===== src/rtl/psr2_and_driver_if.sv =====
// Signal bundle between the psr2 pulse driver and its stimulus/readout side.
// The driver uses the slave modport; the operand source and result sink use master.
interface psr2_and_driver_if;
    logic in_valid;
    logic in_ready;
    logic in_a;
    logic in_b;
    logic a_out;
    logic b_out;
    logic clk_out;
    logic gate_out;
    logic res_valid;
    logic res_bit;
    logic err_spurious;
    logic err_multi;

    modport slave (
        input  in_valid, in_a, in_b, gate_out,
        output in_ready, a_out, b_out, clk_out, res_valid, res_bit, err_spurious, err_multi
    );

    modport master (
        output in_valid, in_a, in_b, gate_out,
        input  in_ready, a_out, b_out, clk_out, res_valid, res_bit, err_spurious, err_multi
    );
endinterface


===== src/rtl/psr2_and_driver.sv =====
// RSFQ-protocol initiator for clocked psr2 AND cells: emits data pulses, a clock
// pulse after a setup gap, then captures the gate response and flags protocol errors.
module psr2_and_driver #(
    parameter int PULSE_W   = 2,
    parameter int SETUP_GAP = 4,
    parameter int RESP_WIN  = 32,
    parameter int HOLD_GAP  = 16,
    parameter int CNT_W     = 8
) (
    input  logic              clk,
    input  logic              rst,
    psr2_and_driver_if.slave  bus
);

    typedef enum logic [2:0] {
        IDLE  = 3'd0,
        DATA  = 3'd1,
        SETUP = 3'd2,
        CLK   = 3'd3,
        RESP  = 3'd4,
        GAP   = 3'd5
    } state_t;

    localparam logic [CNT_W-1:0] PULSE_LD = CNT_W'(PULSE_W - 1);
    localparam logic [CNT_W-1:0] SETUP_LD = CNT_W'(SETUP_GAP - 1);
    localparam logic [CNT_W-1:0] RESP_LD  = CNT_W'(RESP_WIN - 1);
    localparam logic [CNT_W-1:0] HOLD_LD  = CNT_W'(HOLD_GAP - 1);

    state_t           state, state_n;
    logic [CNT_W-1:0] timer, timer_n;
    logic             op_a, op_b, op_a_n, op_b_n;
    logic             hit, hit_n;
    logic             gate_q;
    logic             rise;
    logic             last;
    logic             spurious_set;
    logic             multi_set;
    logic             res_strobe;

    assign rise         = bus.gate_out & ~gate_q;
    assign last         = (timer == '0);
    assign spurious_set = rise && (state != RESP);
    assign multi_set    = rise && (state == RESP) && hit;
    assign res_strobe   = (state == RESP) && (state_n == GAP);

    // Timer counts down to zero in every timed state and is reloaded on each entry.
    always_comb begin
        state_n = state;
        timer_n = last ? timer : timer - CNT_W'(1);
        op_a_n  = op_a;
        op_b_n  = op_b;
        hit_n   = hit;
        case (state)
            IDLE: begin
                timer_n = '0;
                if (bus.in_valid && bus.in_ready) begin
                    state_n = DATA;
                    timer_n = PULSE_LD;
                    op_a_n  = bus.in_a;
                    op_b_n  = bus.in_b;
                    hit_n   = 1'b0;
                end
            end
            DATA: begin
                if (last) begin
                    state_n = SETUP;
                    timer_n = SETUP_LD;
                end
            end
            SETUP: begin
                if (last) begin
                    state_n = CLK;
                    timer_n = PULSE_LD;
                end
            end
            CLK: begin
                if (last) begin
                    state_n = RESP;
                    timer_n = RESP_LD;
                end
            end
            RESP: begin
                hit_n = hit | rise;
                if (last) begin
                    state_n = GAP;
                    timer_n = HOLD_LD;
                end
            end
            GAP: begin
                if (last) begin
                    state_n = IDLE;
                    timer_n = '0;
                end
            end
            default: begin
                state_n = IDLE;
                timer_n = '0;
            end
        endcase
    end

    // Outputs are registered from the next state so they line up with the state register.
    always_ff @(posedge clk) begin
        if (rst) begin
            state            <= IDLE;
            timer            <= '0;
            op_a             <= 1'b0;
            op_b             <= 1'b0;
            hit              <= 1'b0;
            gate_q           <= 1'b0;
            bus.in_ready     <= 1'b0;
            bus.a_out        <= 1'b0;
            bus.b_out        <= 1'b0;
            bus.clk_out      <= 1'b0;
            bus.res_valid    <= 1'b0;
            bus.res_bit      <= 1'b0;
            bus.err_spurious <= 1'b0;
            bus.err_multi    <= 1'b0;
        end else begin
            state            <= state_n;
            timer            <= timer_n;
            op_a             <= op_a_n;
            op_b             <= op_b_n;
            hit              <= hit_n;
            gate_q           <= bus.gate_out;
            bus.in_ready     <= (state_n == IDLE);
            bus.a_out        <= (state_n == DATA) && op_a_n;
            bus.b_out        <= (state_n == DATA) && op_b_n;
            bus.clk_out      <= (state_n == CLK);
            bus.res_valid    <= res_strobe;
            if (res_strobe) begin
                bus.res_bit  <= hit_n;
            end
            bus.err_spurious <= bus.err_spurious | spurious_set;
            bus.err_multi    <= bus.err_multi | multi_set;
        end
    end

endmodule

===== src/flat_wrapper.sv =====
// flat-port wrapper written by rule: the top's interface ports become plain ports
module psr2_and_driver_flat 
#(
    parameter int PULSE_W   = 2,
    parameter int SETUP_GAP = 4,
    parameter int RESP_WIN  = 32,
    parameter int HOLD_GAP  = 16,
    parameter int CNT_W     = 8
)
  (clk, rst, bus_in_valid, bus_in_a, bus_in_b, bus_gate_out, bus_in_ready, bus_a_out, bus_b_out, bus_clk_out, bus_res_valid, bus_res_bit, bus_err_spurious, bus_err_multi);
  psr2_and_driver_if bus_i ();
  input  logic clk;
  input  logic rst;
  input wire logic [$bits(bus_i.in_valid)-1:0] bus_in_valid;
  input wire logic [$bits(bus_i.in_a)-1:0] bus_in_a;
  input wire logic [$bits(bus_i.in_b)-1:0] bus_in_b;
  input wire logic [$bits(bus_i.gate_out)-1:0] bus_gate_out;
  output wire logic [$bits(bus_i.in_ready)-1:0] bus_in_ready;
  output wire logic [$bits(bus_i.a_out)-1:0] bus_a_out;
  output wire logic [$bits(bus_i.b_out)-1:0] bus_b_out;
  output wire logic [$bits(bus_i.clk_out)-1:0] bus_clk_out;
  output wire logic [$bits(bus_i.res_valid)-1:0] bus_res_valid;
  output wire logic [$bits(bus_i.res_bit)-1:0] bus_res_bit;
  output wire logic [$bits(bus_i.err_spurious)-1:0] bus_err_spurious;
  output wire logic [$bits(bus_i.err_multi)-1:0] bus_err_multi;
  assign bus_i.in_valid = bus_in_valid;
  assign bus_i.in_a = bus_in_a;
  assign bus_i.in_b = bus_in_b;
  assign bus_i.gate_out = bus_gate_out;
  assign bus_in_ready = bus_i.in_ready;
  assign bus_a_out = bus_i.a_out;
  assign bus_b_out = bus_i.b_out;
  assign bus_clk_out = bus_i.clk_out;
  assign bus_res_valid = bus_i.res_valid;
  assign bus_res_bit = bus_i.res_bit;
  assign bus_err_spurious = bus_i.err_spurious;
  assign bus_err_multi = bus_i.err_multi;
  psr2_and_driver #(.PULSE_W(PULSE_W), .SETUP_GAP(SETUP_GAP), .RESP_WIN(RESP_WIN), .HOLD_GAP(HOLD_GAP), .CNT_W(CNT_W)) u_core (.clk(clk), .rst(rst), .bus(bus_i));
endmodule

===== config.mk =====
export PLATFORM = sky130hd
export DESIGN_NAME = psr2_and_driver_flat
export DESIGN_NICKNAME = d
export VERILOG_FILES = /design/src/rtl/psr2_and_driver_if.sv /design/src/rtl/psr2_and_driver.sv /design/src/flat_wrapper.sv
export SDC_FILE = /design/constraint.sdc
export NUM_CORES = 1
export LEC_CHECK = 0
export ABC_AREA = 0
export CAP_MARGIN = 20
export CORE_UTILIZATION = 27
export CTS_BUF_LIST = sky130_fd_sc_hd__clkbuf_4 sky130_fd_sc_hd__clkbuf_8
export DETAILED_ROUTE_END_ITERATION = 16
export GPL_ROUTABILITY_DRIVEN = 1
export PLACE_DENSITY_LB_ADDON = 0.15
export SLEW_MARGIN = 25
export SYNTH_ARGS = -nofsm -noshare
export SYNTH_HDL_FRONTEND = slang
export SYNTH_SLANG_ARGS = --single-unit

===== constraint.sdc =====
create_clock -name clk -period 2.3 [get_ports clk]
set_input_delay 0.69 -clock clk [delete_from_list [all_inputs] [get_ports clk]]
set_output_delay 0.69 -clock clk [all_outputs]
set_load 0.05 [all_outputs]

==> impl_metrics.csv <==
group,metric,value,unit
clock_tree,root_buffer,"clkbuf_8",
synth,synth_edf_count,0,
place,gp_congestion,0.696,
routing,drtIter0Drc,17,
floorplan,die_area,4100,um^2
clock_tree,htree_levels,1,
global_routing,grt_pass1_vias,781,
sta,fin_crit_sh,0.913,
sta,tns,0,ns
layout,regMostFlops,"u_core.timer",
sta,hold_viol_final,0,
clock_tree,cts.sinks,23,
layout,largest_registers,"u_core.timer (8), u_core.state (3)",
clock_tree,cts-buffers-inserted,3,
clock_tree,cts_tree,"done",
flow_run,cap_violations,0,
layout,antennaDiodeCount,0,
routing,wl_met2,962,um
worst_setup_path,worstPathArrival,1.41,ns
layout,final_util,0.347,
global_routing,grt_overflow,0,
synth,syn_area,1040,um^2
worst_setup_path,worstPathRequired,1.61,ns
global_routing,grt_max_degree,20,
hold_path,hold_start,"u_core.bus.err_multi$_SDFF_PP0_",
routing,dr.pass1.iters,4,
sta,skew,0.00698,ns
layout,multiInputGateArea,544,um^2
power_and_ir_drop,p_leak,0.000472,uW
sta,fmax,476,MHz
clock_tree,hold_buffers,0,
floorplan,die_y,64.0,um
synth,yosys_warnings,0,
worst_setup_path,r2r_cells,4,
hold_path,min_to,"u_core.bus.err_multi$_SDFF_PP0_",
worst_setup_path,regToRegStartpoint,"u_core.timer[3]$_SDFF_PP0_",
floorplan,core.rowCount,22,
worst_setup_path,path_delay_family,"buffers and inverters",
clock_tree,path_clk_slew,0.09,ns
sta,rsz0062_at_grt,"false",
outcome,status,"complete, no violations",
hold_path,hp-class,"register to register",
routing,dr_total_vias,796,
worst_setup_path,startpoint,"u_core.bus.in_ready$_SDFF_PP0_",
sta,period_needed,2.10,ns
synth,async_flop_share,0,
routing,drc,0,
sta,maxSlewViolCount,0,
floorplan,fp.coreArea,3690,um^2
synth,ys_seq_elements,23,
hold_path,worstHoldPathCells,2,
global_routing,grt_pass1_wl,3.52,mm
routing,vias_per_cell,4.68,
clock_tree,cts_setup_buffers,0,
worst_setup_path,crit_chain,"clkdlybuf4s50_1",
worst_setup_path,crit_type,"register to output pin",
routing,drt_wl_total,1.99,mm
worst_setup_path,start_kind,"register",
synth,synthCells,107,
sta,tightest_slew,0.499,ns
layout,syn2layout_area_growth,23.1,%
worst_setup_path,max_stage_delay,0.80,ns
layout,fillers,400,
power_and_ir_drop,power_density,1480,nW/um^2
clock_tree,cts_resized,0,
synth,synth_fp_nets,115,
sta,maxSlewHeadroom,0.666,
floorplan,initial_core_util,0.282,
worst_setup_path,timing.rr.end,"u_core.timer[3]$_SDFF_PP0_",
layout,seq_area,460,um^2
routing,avgRoutedWirePerCell,11.7,um
floorplan,num_io_pins,14,
layout,nets,131,
synth,ys_types,41,
sta,fin_ws,0.199,ns
worst_setup_path,path_buf_inv,1,
floorplan,die-width,64.0,um
synth,ys.flop_type,"dfxtp_1",
place,port_buffers,13,
place,place_hpwl,1.49,mm
layout,layout-drive-gt1-share,0.164,
sta,holdWs,0.478,ns
power_and_ir_drop,peakVddDrop,0.653,mV
layout,largest_reg_flops,8,
worst_setup_path,r2r_slack,0.43,ns
synth,synth.avg_cell_area,9.71,um^2
routing,drt-met1-wl,957,um
worst_setup_path,cp-end-kind,"output pin",
worst_setup_path,crit_fanout,2,
clock_tree,worstSkewPairLatency,0.27,ns
worst_setup_path,critPathSlowestCell,"clkdlybuf4s50_1",
routing,met3_length,41,um
routing,postRouteAntennaNets,0,
synth,ys_seq_area_frac,0.443,
routing,top_layer,"met4",
global_routing,antenna_found_initial,0,
clock_tree,clock_path_buffers,2,
global_routing,grt_usage,0.111,
sta,final-setup-viol-count,0,
place,pre_cts_slack,0.338,ns
## worst register-to-register path, stage by stage, from the launching register on
cell	delay, ns
dfxtp_1	0.35
or4_4	0.60
or3_4	0.44
and3_1	0.18
a311oi_2	0.24
## logic make-up (layout without fill, tap and decap cells)
logic type	count (synthesis)	count (layout)	synth area share
buffers and inverters	9	24	0.0325
AND/OR/NAND/NOR	42	42	0.261
adder cells (fa/ha/maj)	2	2	0.0241
flip-flops	23	23	0.443
AO/OA/AOI/OAI	23	23	0.167
multiplexers	3	3	0.0289
XOR/XNOR	5	5	0.0422
## where the power goes
| group | switching (uW) | leakage, uW | internal, uW |
|---|---|---|---|
| registers | 89.1 | 0.000187 | 486 |
| clock network | 134 | 0.0000255 | 121 |
| logic | 612 | 0.000259 | 454 |
## synthesized netlist by cell type, drive strengths merged (3+ instances only)
| library cell | number | area (um^2) |
|---|---|---|
| a211oi | 3 | 22.5 |
| a21oi | 4 | 20.0 |
| clkbuf | 4 | 15.0 |
| dfxtp | 23 | 460 |
| inv | 4 | 15.0 |
| mux2i | 3 | 30.0 |
| nand2 | 4 | 15.0 |
| nor2 | 12 | 45.0 |
| nor3 | 7 | 46.3 |
| o21ai | 3 | 15.0 |
| xnor2 | 3 | 26.3 |
## placed cells by master (no fill, tap or decap), drive strengths merged, types with 2 or more instances in the layout
cell type | synthesis | routed
nand2 | 4 | 4
dfxtp | 23 | 23
inv | 4 | 4
a211o | 2 | 2
or2 | 2 | 2
nor4 | 2 | 2
ha | 2 | 2
nor2b | 2 | 2
or4 | 2 | 2
nor2 | 12 | 12
clkbuf | 4 | 3
xor2 | 2 | 2
a311oi | 2 | 2
o21ai | 3 | 3
or3b | 2 | 2
xnor2 | 3 | 3
nor3 | 7 | 7
a21oi | 4 | 4
mux2i | 3 | 3
nor3b | 2 | 2
a211oi | 3 | 3
buf | 1 | 3
o22ai | 2 | 2
clkdlybuf4s50 | 0 | 13
## worst max path at each step
stage	to	depth (start not counted)
global route	bus_err_multi	1
detailed placement	u_core.bus.res_bit$_SDFFE_PP0P_	4
floorplan	u_core.timer[1]$_SDFF_PP0_	4
finish	bus_in_ready	1
CTS	bus_in_ready	1
global placement	u_core.bus.res_bit$_SDFFE_PP0P_	4
## metrics by stage
step	instances	instance area, um^2	power (uW)
after floorplan	107	1040	1440
after global placement	166	1230	1670
after detailed placement	166	1230	1660
after CTS	170	1280	1930
after global routing	170	1280	2060
final	170	1280	1900
## area by class of cell
type                            instances  area share
Sequential cell                        23       0.360
Clock inverter                          1     0.00391
Tap cell                               48      0.0470
Inverter                                4      0.0117
Multi-Input combinational cell         75       0.426
Timing Repair Buffer                   16       0.119
Clock buffer                            3      0.0323
## layer usage
| layer | vias up | GRT usage |
|---|---|---|
| met5 | - | 0 |
| met4 | 0 | 0.0511 |
| met3 | 5 | 0.0214 |
| met2 | 9 | 0.190 |
| met1 | 366 | 0.132 |
| li1 | 416 | - |
(Power assumes the default switching activity.)
